$ cat src/rtl/fm_uart_pkg.sv
// fm_uart_pkg: shared types and helpers for the word-to-byte serializer
// Contents:
//   state_e    serializer FSM encoding (IDLE, SYNC, SEND)
//   SYNC_BYTE  header byte sent ahead of each word when SPLIT_SYNC_EN is defined
//   clog2      ceiling log2 usable in parameter and port-width expressions
package fm_uart_pkg;
   typedef enum logic [1:0] {IDLE = 2'd0, SYNC = 2'd1, SEND = 2'd2} state_e;
   localparam logic [7:0] SYNC_BYTE = 8'hA5;
   function automatic int clog2(input int v);
      int r;
      r = 0;
      for (int i = 0; i < 31; i++) if ((1 << i) < v) r = i + 1;
      return r;
   endfunction
endpackage

$ cat src/rtl/sync_fifo.sv
// sync_fifo: DEPTH x W word FIFO with fill level; writes while full are dropped
// Ports:
//   clk, rst_n   clock, asynchronous active-low reset
//   wr_i         write request (ignored when full unless a pop happens in the same cycle)
//   rd_i         pop request (ignored when empty)
//   data_i       write data
//   data_o       head word (valid whenever level_o != 0)
//   level_o      current fill level, 0..DEPTH
module sync_fifo
   import fm_uart_pkg::*;
#(
   parameter int W     = 32,
   parameter int DEPTH = 4
)(
   input  logic                  clk,
   input  logic                  rst_n,
   input  logic                  wr_i,
   input  logic                  rd_i,
   input  logic [W-1:0]          data_i,
   output logic [W-1:0]          data_o,
   output logic [clog2(DEPTH):0] level_o
);
   localparam int AW = clog2(DEPTH);
   logic [W-1:0]  mem_q [DEPTH];
   logic [AW-1:0] wptr_q, rptr_q;
   logic [AW:0]   level_q;
   logic          wr_en, rd_en;
   assign rd_en = rd_i && (level_q != '0);
   // a pop in the same cycle frees the slot, so a write at full is still taken
   assign wr_en = wr_i && ((level_q != (AW+1)'(DEPTH)) || rd_en);
   always_ff @(posedge clk or negedge rst_n) begin
      if (!rst_n) begin
         wptr_q  <= '0;
         rptr_q  <= '0;
         level_q <= '0;
      end else begin
         wptr_q  <= wptr_q + AW'(wr_en);
         rptr_q  <= rptr_q + AW'(rd_en);
         level_q <= level_q + (AW+1)'(wr_en) - (AW+1)'(rd_en);
      end
   end
   always_ff @(posedge clk) begin
      if (wr_en) mem_q[wptr_q] <= data_i;
   end
   assign data_o  = mem_q[rptr_q];
   assign level_o = level_q;
endmodule

$ cat src/rtl/word_serializer.sv
// word_serializer: buffers 2*WIDTH-bit sample words and streams them byte-wise over valid/ready
// Build option: define SPLIT_SYNC_EN to precede every word with the header byte SYNC_BYTE.
// Ports:
//   clk, rst_n      clock, asynchronous active-low reset
//   word_stb_i      one-cycle strobe capturing data_i (no backpressure; dropped when FIFO full)
//   data_i          merged sample word
//   clr_ovf_i       clears overflow_o (a simultaneous overflow wins)
//   byte_o          registered output byte, held while byte_valid_o && !byte_ready_i
//   byte_valid_o    byte_o valid
//   byte_ready_i    consumer accepts byte_o
//   busy_o          FIFO non-empty or a word in flight
//   level_o         FIFO fill level
//   overflow_o      sticky: a word was dropped because the FIFO was full
module word_serializer
   import fm_uart_pkg::*;
#(
   parameter int WIDTH     = 16,
   parameter int DEPTH     = 4,
   parameter int LSB_FIRST = 0
)(
   input  logic                  clk,
   input  logic                  rst_n,
   input  logic                  word_stb_i,
   input  logic [2*WIDTH-1:0]    data_i,
   input  logic                  clr_ovf_i,
   output logic [7:0]            byte_o,
   output logic                  byte_valid_o,
   input  logic                  byte_ready_i,
   output logic                  busy_o,
   output logic [clog2(DEPTH):0] level_o,
   output logic                  overflow_o
);
   localparam int NB = 2*WIDTH/8;
   localparam int CW = clog2(NB+1);
   localparam int LW = clog2(DEPTH)+1;
   localparam logic [CW-1:0] LAST = CW'(NB-1);
   state_e             state_q, state_d;
   logic [CW-1:0]      cnt_q, cnt_d;
   logic [2*WIDTH-1:0] shift_q, shift_d, head;
   logic [7:0]         byte_q, byte_d, first_byte;
   logic               valid_q, valid_d, ovf_q, ovf_d, pop, full, empty;
   function automatic logic [7:0] pick(input logic [2*WIDTH-1:0] w, input logic [CW-1:0] k);
      int idx;
      idx = (LSB_FIRST != 0) ? int'(k) : NB - 1 - int'(k);
      return w[8*idx +: 8];
   endfunction
`ifdef SPLIT_SYNC_EN
   localparam state_e FIRST = SYNC;
   assign first_byte = SYNC_BYTE;
`else
   localparam state_e FIRST = SEND;
   assign first_byte = pick(head, '0);
`endif
   sync_fifo #(.W(2*WIDTH), .DEPTH(DEPTH)) u_fifo (
      .clk     (clk),
      .rst_n   (rst_n),
      .wr_i    (word_stb_i),
      .rd_i    (pop),
      .data_i  (data_i),
      .data_o  (head),
      .level_o (level_o)
   );
   assign empty = level_o == '0;
   assign full  = level_o == LW'(DEPTH);
   assign ovf_d = (word_stb_i && full && !pop) || (ovf_q && !clr_ovf_i);
   // The first byte of a word from IDLE is presented one cycle after the pop
   // (valid_q low in SYNC/SEND); follow-on words load their first byte directly
   // on the final handshake so there is no bubble between words.
   always_comb begin
      state_d = state_q;
      cnt_d   = cnt_q;
      shift_d = shift_q;
      byte_d  = byte_q;
      valid_d = valid_q;
      pop     = 1'b0;
      case (state_q)
         IDLE: if (!empty) begin
            pop     = 1'b1;
            shift_d = head;
            cnt_d   = '0;
            state_d = FIRST;
         end
`ifdef SPLIT_SYNC_EN
         SYNC: if (!valid_q) begin
            byte_d  = SYNC_BYTE;
            valid_d = 1'b1;
         end else if (byte_ready_i) begin
            byte_d  = pick(shift_q, '0);
            state_d = SEND;
         end
`endif
         SEND: if (!valid_q) begin
            byte_d  = pick(shift_q, cnt_q);
            valid_d = 1'b1;
         end else if (byte_ready_i) begin
            if (cnt_q != LAST) begin
               cnt_d  = cnt_q + 1'b1;
               byte_d = pick(shift_q, cnt_q + 1'b1);
            end else if (!empty) begin
               pop     = 1'b1;
               shift_d = head;
               cnt_d   = '0;
               byte_d  = first_byte;
               state_d = FIRST;
            end else begin
               valid_d = 1'b0;
               state_d = IDLE;
            end
         end
         default: state_d = IDLE;
      endcase
   end
   always_ff @(posedge clk or negedge rst_n) begin
      if (!rst_n) begin
         state_q <= IDLE;
         cnt_q   <= '0;
         shift_q <= '0;
         byte_q  <= '0;
         valid_q <= 1'b0;
         ovf_q   <= 1'b0;
      end else begin
         state_q <= state_d;
         cnt_q   <= cnt_d;
         shift_q <= shift_d;
         byte_q  <= byte_d;
         valid_q <= valid_d;
         ovf_q   <= ovf_d;
      end
   end
   assign byte_o       = byte_q;
   assign byte_valid_o = valid_q;
   assign overflow_o   = ovf_q;
   assign busy_o       = !empty || (state_q != IDLE);
endmodule

$ cat config.mk
export PLATFORM = sky130hd
export DESIGN_NAME = word_serializer
export DESIGN_NICKNAME = d
export VERILOG_FILES = /design/src/rtl/fm_uart_pkg.sv /design/src/rtl/sync_fifo.sv /design/src/rtl/word_serializer.sv
export SDC_FILE = /design/constraint.sdc
export NUM_CORES = 1
export LEC_CHECK = 0
export BUFFER_PORTS_ARGS = -buffer_cell sky130_fd_sc_hd__buf_4
export CAP_MARGIN = 20
export CELL_PAD_IN_SITES_DETAIL_PLACEMENT = 0
export CELL_PAD_IN_SITES_GLOBAL_PLACEMENT = 1
export CORE_AREA = 2 2 161 163
export DETAILED_ROUTE_END_ITERATION = 8
export DIE_AREA = 0 0 163 165
export MAX_ROUTING_LAYER = met4
export PLACE_DENSITY_LB_ADDON = 0.1
export SKIP_LAST_GASP = 1
export SLEW_MARGIN = 10
export SYNTH_ARGS = -nofsm -noshare
export SYNTH_HDL_FRONTEND = slang
export SYNTH_SLANG_ARGS = --single-unit
$ cat constraint.sdc
create_clock -name clk -period 4.3 [get_ports clk]
set_input_delay 0.645 -clock clk [delete_from_list [all_inputs] [get_ports clk]]
set_output_delay 0.645 -clock clk [all_outputs]
set_load 0.02 [all_outputs]
# [Yosys cells after proc, flatten, opt, wreduce, memory -nomap -nowiden]
# Memory sizes are Yosys's and may differ from the RTL's.
# Cells that the tools add are included.
[word_totals] register_bits=54 ram_bits=128 n_memories=1
[classes] n_addsub=7 muxes=30 reduce_logical=20 n_eq_ne=10 n_shift=2
[memory_table] memory="u_fifo.mem_q" depth=4 word_bits=32 rd=1 rd_ports_with_merged_regs=0 wr=1 line_no="sync_fifo.sv:24" text="logic [W-1:0] mem_q [DEPTH];"
[ops] cell="32-bit 2-to-1 mux" n=4
[ops] cell="32-bit one-hot mux with 2 select lines" n=1
[ops] cell="32-bit by 7-bit variable part select with 8-bit output" n=2
[ops] cell="8-bit 2-to-1 mux" n=4
[ops] cell="3-bit 2-to-1 mux" n=4
[ops] cell="2-bit 2-to-1 mux" n=5
[ops] cell="2-bit inequality test, second input constant" n=5
[ops] cell="1-bit 2-to-1 mux" n=9
[ops] cell="4-bit AND reduction" n=2
[ops] cell="2-bit by 3-bit subtractor with 4-bit output, first input constant" n=2
[ops] cell="3-bit by 2-bit inequality test with 1-bit output, second input constant" n=2
[ops] cell="3-bit one-hot mux with 2 select lines" n=1
[ops] cell="3-bit AND reduction" n=2
[ops] cell="1-bit logical AND" n=5
[ops] cell="2-bit by 1-bit adder with 2-bit output" n=2
[ops] cell="2-bit one-hot mux with 2 select lines" n=1
[ops] cell="2-bit nonzero test" n=2
[ops] cell="3-bit by 1-bit adder with 3-bit output" n=1
[ops] cell="3-bit by 1-bit adder with 3-bit output, second input constant" n=1
[ops] cell="3-bit equality test, second input constant" n=1
[ops] cell="1-bit logical NOT" n=3
[ops] cell="3-bit logical NOT" n=1
[ops] cell="1-bit logical OR" n=3
[ops] cell="3-bit inequality test, second input constant" n=1
[ops] cell="5 further kinds" n=5

# [Longest topological paths before layout]
# Gate-level depths: netlist (run 1).
[logic_depth] word_depth=11 depth_mapped=10 depth_no_buf=10

# [Hierarchy]
# From an unflattened synthesis (run 1), not the netlist that was laid out.
[hier_totals] cells_unflattened=396 area_unflattened_um2=7485.9
[modules_own_cells] mod="sync_fifo" area_each_um2=5028.6 instances=1 cells_each=195
[modules_own_cells] mod="word_serializer" area_each_um2=2457.4 instances=1 cells_each=201

# [Least setup slack after synthesis (run 1)]
# No wires, ideal clock.
[synth_path] kind="reg2reg" start="register cnt_q[1]" end="memory u_fifo.mem_q[0][0] (enable)" setup_slack_ps=134 path_buffers=0 arrival_time_ps=3698 setup_ps=468 path_stages_with_launch=7 cell_sequence="dfrtp_1 -> ha_1 -> ha_1 -> nand3_1 -> nand4_1 -> and2_1 -> nor3b_1"
[synth_between] elab_chain_cells=10
[synth_lines] item="from (decl)" line_no="word_serializer.sv:38" text="logic [CW-1:0] cnt_q, cnt_d;"
[synth_lines] item="from (signal assigned)" line_no="word_serializer.sv:123" text="cnt_q <= cnt_d;"
[synth_lines] item="3-bit by 2-bit inequality test with 1-bit output" line_no="word_serializer.sv:96" text="if (cnt_q != LAST) begin"
[synth_lines] item="1-bit 2-to-1 mux" line_no="word_serializer.sv:96"
[synth_lines] item="1-bit 2-to-1 mux" line_no="word_serializer.sv:95" text="end else if (byte_ready_i) begin"
[synth_lines] item="1-bit 2-to-1 mux" line_no="word_serializer.sv:92" text="SEND: if (!valid_q) begin"
[synth_lines] item="1-bit one-hot mux with 2 select lines" line_no="word_serializer.sv:76" text="case (state_q)"
[synth_lines] item="1-bit logical AND" line_no="sync_fifo.sv:28" text="assign rd_en = rd_i && (level_q != '0);"
[synth_lines] item="1-bit logical OR" line_no="sync_fifo.sv:30" text="assign wr_en = wr_i && ((level_q != (AW+1)'(DEPTH)) || rd_en);"
[synth_lines] item="1-bit logical AND" line_no="sync_fifo.sv:30"
[synth_lines] item="1-bit 2-to-1 mux" line_no="sync_fifo.sv:43" text="if (wr_en) mem_q[wptr_q] <= data_i;"
[synth_lines] item="1-bit 2-to-1 mux (implied by the code)" line_no="sync_fifo.sv:43"
[synth_lines] item="to (decl)" line_no="sync_fifo.sv:24"
# No other way between the ends.

# [Worst setup path after layout (run 1)]
[layout_path] start="register cnt_q[1]" end="memory u_fifo.mem_q[2][16] (enable)"
# The elaborated chain is that of the path after synthesis.

==> results of run 1 <==
==> per-layer routing <==
layer / track usage (%) / up-vias
met5: - / -
met4: 5.109 / 0
met3: 2.436 / 15
met2: 21.34 / 76
met1: 19.63 / 2142
li1: - / 1962
==> critical path, delay by kind of cell, from the launching register on <==
kind / cells / cell delay [ns]
simple gates: 4 / 0.89
fa+ha+maj: 2 / 0.47
buf+inv: 1 / 0.48
flops: 1 / 0.40
==> cell families after synthesis <==
kind of cell | Yosys count | share of synthesized area (%)
xor gates and xnor gates | 5 | 0.5866
and+or+nand+nor | 143 | 8.378
AOI/OAI and AO/OA | 59 | 5.295
muxes | 71 | 13.71
buffers and inverters | 31 | 1.860
DFF | 181 | 69.24
adders and majority gates | 5 | 0.9384
==> final timing paths <==
path	slack (ns)	cells past startpoint	end
max reg2reg	1.67	7	u_fifo.mem_q[2][16]$_DFFE_PP_
min	0.27	1	overflow_o$_DFF_PN0_
max in group asynchronous	3.49	1	u_fifo.rptr_q[0]$_DFF_PN0_
min reg2reg	0.52	2	shift_q[3]$_DFFE_PN0P_
min in group clk	0.40	2	overflow_o$_DFF_PN0_
max	1.67	7	u_fifo.mem_q[2][16]$_DFFE_PP_
==> metrics by stage <==
| stage | util (%) | hold slack (ns) |
|---|---|---|
| 2_1_floorplan | - | 0.3494 |
| 3_3_place_gp | 32.85 | 0.4889 |
| 3_5_place_dp | 32.93 | 0.4990 |
| 4_1_cts | 35.18 | 0.2995 |
| 5_1_grt | 35.18 | 0.3189 |
| 6_report | 35.18 | 0.2706 |
==> layout make-up <==
class                      count  area, sq um
sequential                   181         5172
clock inverter                15        137.6
timing repair buffer          61        470.5
fill                        2398        16230
tap                          330        412.9
multi-input combinational    283         2163
clock buffer                  17        425.4
inverter                       7        26.28
==> where the power goes <==
group          switching [mW]  internal (mW)  leakage [nW]
combinational            1.10          0.885          1.24
sequential              0.339           2.37          1.82
clock                   0.716          0.767         0.275
==> Yosys cell counts <==
cell type	count	share of area (%)
ha_1	4	0.67
a31o_2	1	0.12
buf_1	2	0.10
clkinv_1	1	0.050
xor2_1	2	0.23
and2_0	3	0.25
a31o_1	7	0.82
clkbuf_1	6	0.30
mux2i_1	46	6.2
and2_1	6	0.50
nor2b_1	1	0.084
and3b_1	2	0.23
and3_1	1	0.084
a22o_1	3	0.35
or4b_4	1	0.18
a21oi_2	1	0.12
dfrtp_1	53	18
or3b_1	2	0.23
o21ai_1	1	0.067
a21boi_1	1	0.10
nand3_1	4	0.27
xnor2_1	3	0.35
a31oi_4	1	0.28
nand2b_1	3	0.25
buf_4	1	0.10
inv_1	6	0.30
nand3b_1	1	0.10
buf_2	15	1.0
or3_1	1	0.084
nand4_1	1	0.084
o22ai_1	24	2.0
fa_1	1	0.27
mux4_2	25	7.5
nor3b_1	1	0.10
o21ai_0	10	0.67
o22a_1	1	0.12
nor3_2	1	0.13
nor2_1	17	0.85
a21oi_1	8	0.54
nand2_1	98	4.9
a21o_1	1	0.10
edfxtp_1	128	51
==> flip-flops by register name, indices dropped and copies added (netlist names) <==
signal,flops
u_fifo.mem_q,128
cnt_q,3
overflow_o,1
byte_o,8
shift_q,32
u_fifo.wptr_q,2
u_fifo.rptr_q,2
state_q,1
u_fifo.level_o,3
byte_valid_o,1
==> results.toml, run 1 <==
[status]
status = "completed"

[logic_synthesis]
synth.distinct_cells = 42
ys_warn_count = 0
synth-seq-area-share_pct = 69.24
synth.ff_latch_count = 181
syn_nets = 537
synth_area_sq_um = 7467
synth.avg_cell_area_sq_um = 15.09
postSynthCellCount = 495

[sta]
setup_slack_ns = 1.669
setup_viol = 0
maxSlewViolCount = 0
fmax_mhz = 380.0
tightest_slew_ns = 0.9224
rsz0062_at_grt = "no"
fin_crit_sh_pct = 61.20
final.setup.tns_ns = 0
finalHoldViolations = 0
clock-skew-final_ns = 0.01117
relSlewSlack_pct = 38.51
fin_crit_ns = 2.631

[route]
first_pass_iters = 6
routedWlPerCell_microns = 19.41
post_drt_via_cell_ratio = 4.692
drt_iter0_markers = 292
drtAntennaViolNets = 0
met3_length_microns = 527
wl_met1_microns = 8632
vias = 4195
top_layer_used = "met4"
wl_met2_microns = 7875
drt_wl_total_microns = 17360
drc = 0

[final_layout]
fin_nets = 593
final_cell_area_sq_um = 8808
drive_gt1_share_pct = 21.99
final_cell_mix = "edfxtp_1 (128), nand2_1 (98), buf_4 (60), dfrtp_1 (51), mux2i_1 (46)"
diodes = 0
area_growth_pct = 17.96
layoutNonFillerInstCount = 894
final_common_cell = "edfxtp_1"

[critical_path]
path_cells = "ha_1, ha_1, nand3_1, nand4_1, and2_1, and3b_1, buf_4"
worst_path_most_repeated_cell = "ha_1"
crit_fanout = 32
critPathLaunch = "cnt_q[1]$_DFFE_PN0P_"
reg2reg_from = "cnt_q[1]$_DFFE_PN0P_"
cp-end-kind = "flip-flop"
critPathMaxStageDelay_ns = 0.48
start_kind = "flip-flop"
arrival_ns = 2.69
cpMaxStageDelayCell = "buf_4"
critical_path_required_ns = 4.36
worstSetupPathType = "reg2reg"

[clock_tree]
hold_buffers = 0
clkTransAtPathRegs_ns = 0.07
htreeDepth = 4
cts_tree = "built"
clk_path_buf_depth = 2
cts-root-buf = "clkbuf_16"
clock_latency_ns = 0.43
postCtsResizedCells = 0
cts_made_buffers = 17
postCtsSetupRepairBufs = 0
clock_sinks = 181

[power]
cellPowerDensity_nw_per_um2 = 701.2
ir_drop_v = 0.0002250
p_leak_nw = 3.337
finalPower_mw = 6.176

[global_routing]
antenna_found_initial = 0
grt_pass1_vias = 4476
grt_max_degree = 54
grt_usage_pct = 14.26
grt_pass1_wl_microns = 27260
grt.overflow.total = 0

[placement]
post-place-ws_ns = 1.654
place_congestion = 0.7427
placed_cell_area_sq_um = 8245
io_buffer_count = 50
dp_hpwl_microns = 11130
dpl.cell_count = 862

[die]
rows = 58
fp.dieH_microns = 165
die-area_sq_um = 26900
core_area_sq_um = 25040
start_util_pct = 29.83
die_w_microns = 163
io_pins = 51

[hold_path]
hold_path.class = "in2async"

[job]
drv_cap = 0
Note: power is estimated with default switching activity, not from simulation.
==> run 2, diff against run 1 <==
==> constraint.sdc (replaced) <==
create_clock -name clk -period 2.3 [get_ports clk]
set_input_delay 0.345 -clock clk [delete_from_list [all_inputs] [get_ports clk]]
set_output_delay 0.345 -clock clk [all_outputs]
set_load 0.02 [all_outputs]
==> run 2 against run 1 <==
Against the previous run:
- via count is 1.7% higher
- first-iteration DRC count is 13% lower
- register-to-register slack worse by 1.6 ns
- wire length is 0.47% higher
- cell count is 0.89% higher
- critical endpoint is now u_fifo.level_o[2]$_DFF_PN0_
- hold slack worse by 0.17 ns
- combinational power is 99% higher
- critical path type unchanged
- non-clock buffer count is 9 higher
- largest cell class unchanged
- sequential cell count stayed put
==> results.toml, run 2 (same netlist as run 1, synthesis figures left out) <==
[critical_path]
worstSetupPathType = "reg2reg"
cp-end-kind = "flip-flop"
start_kind = "flip-flop"
critical_path_required_ns = 2.61
arrival_ns = 2.52
reg2reg_from = "cnt_q[1]$_DFFE_PN0P_"
reg2reg_slack_ns = 0.09
crit_fanout = 8
regToRegEndpoint = "u_fifo.level_o[2]$_DFF_PN0_"
worstRegToRegCells = 9

[final_layout]
drive_gt1_share_pct = 24.13
fillers = 2403
fin_nets = 602
area_growth_pct = 20.49
largest_reg_flops = 128
final_common_cell = "edfxtp_1"
final_core_utilization_pct = 35.94
regMostFlops = "u_fifo.mem_q"
diodes = 0
final_cell_mix = "edfxtp_1 (128), nand2_1 (98), buf_4 (64), dfrtp_1 (51), mux2i_1 (46)"

[route]
post_drt_via_cell_ratio = 4.731
vias = 4267
drc = 0
drt_iter0_markers = 253
first_pass_iters = 5
drtAntennaViolNets = 0
routedWlPerCell_microns = 19.33
drt_wl_total_microns = 17440

[sta]
setup_viol = 0
finalHoldViolations = 0
fin_crit_ns = 2.206
clock-skew-final_ns = 0.006551
relSlewSlack_pct = 51.60
tightest_slew_ns = 0.7260
fmax_mhz = 453.3
fin_crit_sh_pct = 95.91
holdWs_ns = 0.09587
maxSlewViolCount = 0
rsz0062_at_grt = "no"

[power]
cellPowerDensity_nw_per_um2 = 1323
internal_power_mw = 7.861
switching_power_mw = 4.043
swShare_pct = 33.96
ir_drop_v = 0.0004802
p_clk_share_pct = 24.7
pwr-share-comb_pct = 33.2
p_seq_share_pct = 42.1
p_leak_nw = 3.404

[clock_tree]
cts_tree = "built"
cts-root-buf = "clkbuf_16"
cts_made_buffers = 17
clock_latency_ns = 0.43
clkTransAtPathRegs_ns = 0.07
clk_path_buf_depth = 2
htreeDepth = 4
clock_sinks = 181

[die]
start_util_pct = 29.83
die-area_sq_um = 26900
fp.dieH_microns = 165
die_w_microns = 163
io_pins = 51
core_area_sq_um = 25040
rows = 58

[global_routing]
grt_pass1_wl_microns = 27050
grt.overflow.total = 0
grt_usage_pct = 14.21
grt_pass1_vias = 4529
antenna_found_initial = 0
grt_max_degree = 54

[status]
status = "completed"

[job]
drv_cap = 0

[placement]
io_buffer_count = 50
place_congestion = 0.7362
dp_hpwl_microns = 11030

[hold_path]
hold_path_end = "overflow_o$_DFF_PN0_"
hold_path_depth = 2
min_from = "clr_ovf_i"
hold_path.class = "in2reg"
## run 2: worst max-delay path by stage
stage / from / end
floorplan: cnt_q[1]$_DFFE_PN0P_ / u_fifo.mem_q[0][0]$_DFFE_PP_
global placement: cnt_q[1]$_DFFE_PN0P_ / u_fifo.level_o[2]$_DFF_PN0_
detailed placement: cnt_q[1]$_DFFE_PN0P_ / u_fifo.level_o[2]$_DFF_PN0_
CTS: cnt_q[1]$_DFFE_PN0P_ / u_fifo.level_o[2]$_DFF_PN0_
global route: cnt_q[1]$_DFFE_PN0P_ / u_fifo.level_o[2]$_DFF_PN0_
finish: cnt_q[1]$_DFFE_PN0P_ / u_fifo.level_o[2]$_DFF_PN0_
## run 2: metrics by stage
step	setup TNS (ns)	cells	instance area, sq um	total power [mW]	worst slack (ns)
floorplan	-3.645	495	7512	7.633	-0.1139
global placement	0	870	8396	9.077	0.1216
detailed placement	0	870	8396	9.133	0.09384
CTS	0	902	8997	12.10	0.07929
global route	0	902	8997	12.63	0.003132
finish	0	902	8997	11.90	0.09418
## run 2: layout make-up
type | count | area, sq um | area share [%]
clock buffer | 17 | 425.4 | 4.728
clock inverter | 14 | 166.4 | 1.850
inverter | 7 | 26.28 | 0.2920
multi-input combinational | 283 | 2203 | 24.49
sequential | 181 | 5172 | 57.49
tap | 330 | 412.9 | 4.589
timing repair buffer | 70 | 590.6 | 6.564
## run 2: power groups by stage
stage | Combinational [mW] | Sequential, mW | Clock (mW)
floorplan | 2.69 | 4.94 | 0
global placement | 3.99 | 5.08 | 0
detailed placement | 4.02 | 5.11 | 0
CTS | 4.03 | 5.05 | 3.02
global route | 4.36 | 5.12 | 3.15
finish | 3.95 | 5.01 | 2.94
## run 2: repair_timing
action	4_1_cts	5_1_grt
setup buffers	0	0
hold buffers	1	0
endpoints found under the hold margin	48	0
resized for setup	0	0
## run 2: per-layer routing
metal | wire length (microns) | vias to the layer above | track usage [%]
li1 | - | 1973 | -
met1 | 8256 | 2196 | 18.36
met2 | 8256 | 81 | 22.15
met3 | 564 | 17 | 3.365
met4 | 360 | 0 | 4.747
met5 | 0 | - | -
## run 2: worst max-delay path: stages, from the launching register on
cell     delay (ns)
dfrtp_1        0.39
ha_2           0.20
ha_4           0.19
nand3_4        0.10
nand4_1        0.12
and2_4         0.21
ha_1           0.21
fa_1           0.37
xor2_1         0.16
xnor2_1        0.13
==> run 3, diff against run 2 <==
--- a/config.mk
+++ b/config.mk
@@ -9,9 +9,9 @@
 export CAP_MARGIN = 20
 export CELL_PAD_IN_SITES_DETAIL_PLACEMENT = 0
 export CELL_PAD_IN_SITES_GLOBAL_PLACEMENT = 1
-export CORE_AREA = 2 2 161 163
+export CORE_AREA = 2 2 131 133
 export DETAILED_ROUTE_END_ITERATION = 8
-export DIE_AREA = 0 0 163 165
+export DIE_AREA = 0 0 133 135
 export MAX_ROUTING_LAYER = met4
 export PLACE_DENSITY_LB_ADDON = 0.1
 export SKIP_LAST_GASP = 1
==> run 3 against run 2 <==
Against the previous run:
- power shrank 0.84%
- utilization grew 18 points
- first-iteration DRC count grew 34%
- fmax grew 0.85%
- count of clock-buffer cells in the layout is the same
- sequential cell count is the same
- non-clock buffer count grew 2
==> results.toml, run 3 (same netlist as run 1, synthesis figures left out) <==
[critical_path]
critical_path_required_ns = 2.60
crit_fanout = 6
start_kind = "flip-flop"
cp-end-kind = "flip-flop"
worstSetupPathType = "reg2reg"
arrival_ns = 2.49

[clock_tree]
clkTransAtPathRegs_ns = 0.07
clock_latency_ns = 0.42
clock_sinks = 181
cts-root-buf = "clkbuf_16"
htreeDepth = 4
cts_tree = "built"
clk_path_buf_depth = 2
cts_made_buffers = 17

[route]
drt_wl_total_microns = 16110
drt_iter0_markers = 339
vias = 4260
drc = 0
post_drt_via_cell_ratio = 5.358
first_pass_iters = 4
drtAntennaViolNets = 0
routedWlPerCell_microns = 20.27

[final_layout]
final_cell_mix = "edfxtp_1 (128), nand2_1 (98), buf_4 (67), dfrtp_1 (51), mux2i_1 (46)"
area_growth_pct = 18.72
regMostFlops = "u_fifo.mem_q"
fillers = 1332
largest_reg_flops = 128
final_common_cell = "edfxtp_1"
fin_nets = 604
multiInputGateArea_sq_um = 2203
drive_gt1_share_pct = 24.70
final_core_utilization_pct = 54.03
register_area_sq_um = 5172
final_cell_area_sq_um = 8865
diodes = 0

[die]
die-area_sq_um = 17960
die_w_microns = 133
core_area_sq_um = 16410
io_pins = 51
start_util_pct = 45.51
fp.dieH_microns = 135
rows = 47

[global_routing]
grt.overflow.total = 0
antenna_found_initial = 0
grt_pass1_vias = 4485
grt_max_degree = 54
grt_pass1_wl_microns = 25720
grt_usage_pct = 19.90

[sta]
fin_crit_sh_pct = 95.10
final.setup.tns_ns = 0
setup_viol = 0
finalHoldViolations = 0
relSlewSlack_pct = 52.80
fmax_mhz = 457.2
clock-skew-final_ns = 0.008396
fin_crit_ns = 2.187
tightest_slew_ns = 0.7080
maxSlewViolCount = 0

[status]
status = "completed"

[power]
cellPowerDensity_nw_per_um2 = 1332
ir_drop_v = 0.0005973
p_leak_nw = 3.408

[placement]
placed_cell_area_sq_um = 8253
io_buffer_count = 50
dp_hpwl_microns = 10330
place_congestion = 0.7688

[job]
drv_cap = 0

[hold_path]
hold_path.class = "in2reg"
## run 3: metrics by stage
step	setup WS [ns]	hold WS (ns)	total power [mW]	instances
finish	0.1127	0.09685	11.80	795
global route	-0.008622	0.08740	12.47	795
CTS	0.08624	0.07699	11.93	794
global placement	0.1298	0.4450	8.897	761
floorplan	-0.1139	0.04941	7.633	495
detailed placement	0.09580	0.4504	8.998	761
## run 3: area by class of cell
type,instances,share of cell area (%)
clock inverters,15,1.905
inverters,7,0.2964
flip-flops and latches,181,58.35
well taps,220,3.105
multi-input cells,283,24.86
clock buffers,17,4.799
repair buffers,72,6.690
## run 3: power breakdown
part / leakage [nW] / internal (mW) / switching, mW / total [mW]
clock: 0.284 / 1.63 / 1.28 / 2.91
sequential: 1.82 / 4.43 / 0.611 / 5.04
combinational: 1.30 / 1.78 / 2.08 / 3.86
total: 3.41 / 7.84 / 3.96 / 11.8
## run 3: repair_timing
action,in CTS,in global routing
setup endpoints to repair,0,1
endpoints found under the hold margin,23,0
hold buffers,1,0
buffers inserted,0,1
gates resized for setup,0,0
## run 3: metal layers
metal / wire (microns) / vias to the layer above / GRT usage (%)
li1: - / 1988 / -
met1: 7567 / 2156 / 27.12
met2: 7647 / 87 / 29.85
met3: 438 / 29 / 3.679
met4: 457 / 0 / 8.124
met5: 0 / - / -
## run 3: worst max-delay path, cell delays in order (launching register included)
cell and delay [ns]:
dfrtp_1 0.40, ha_2 0.21, ha_4 0.16, nand3_4 0.09, nand4_1 0.12, and2_4 0.21
ha_1 0.21, fa_1 0.37, xor2_1 0.16, xnor2_1 0.13
## run 3: worst paths after layout
kind                                                to  slack [ns]                    start  cells past startpoint
setup / recovery           u_fifo.level_o[2]$_DFF_PN0_        0.11     cnt_q[1]$_DFFE_PN0P_                      9
hold / removal                    overflow_o$_DFF_PN0_         0.1                clr_ovf_i                      2
setup reg to reg           u_fifo.level_o[2]$_DFF_PN0_        0.11     cnt_q[1]$_DFFE_PN0P_                      9
hold reg to reg                shift_q[19]$_DFFE_PN0P_        0.51  shift_q[19]$_DFFE_PN0P_                      2
max in group asynchronous   u_fifo.rptr_q[1]$_DFF_PN0_        1.27                    rst_n                      2
min in group asynchronous         overflow_o$_DFF_PN0_        0.51                    rst_n                      2
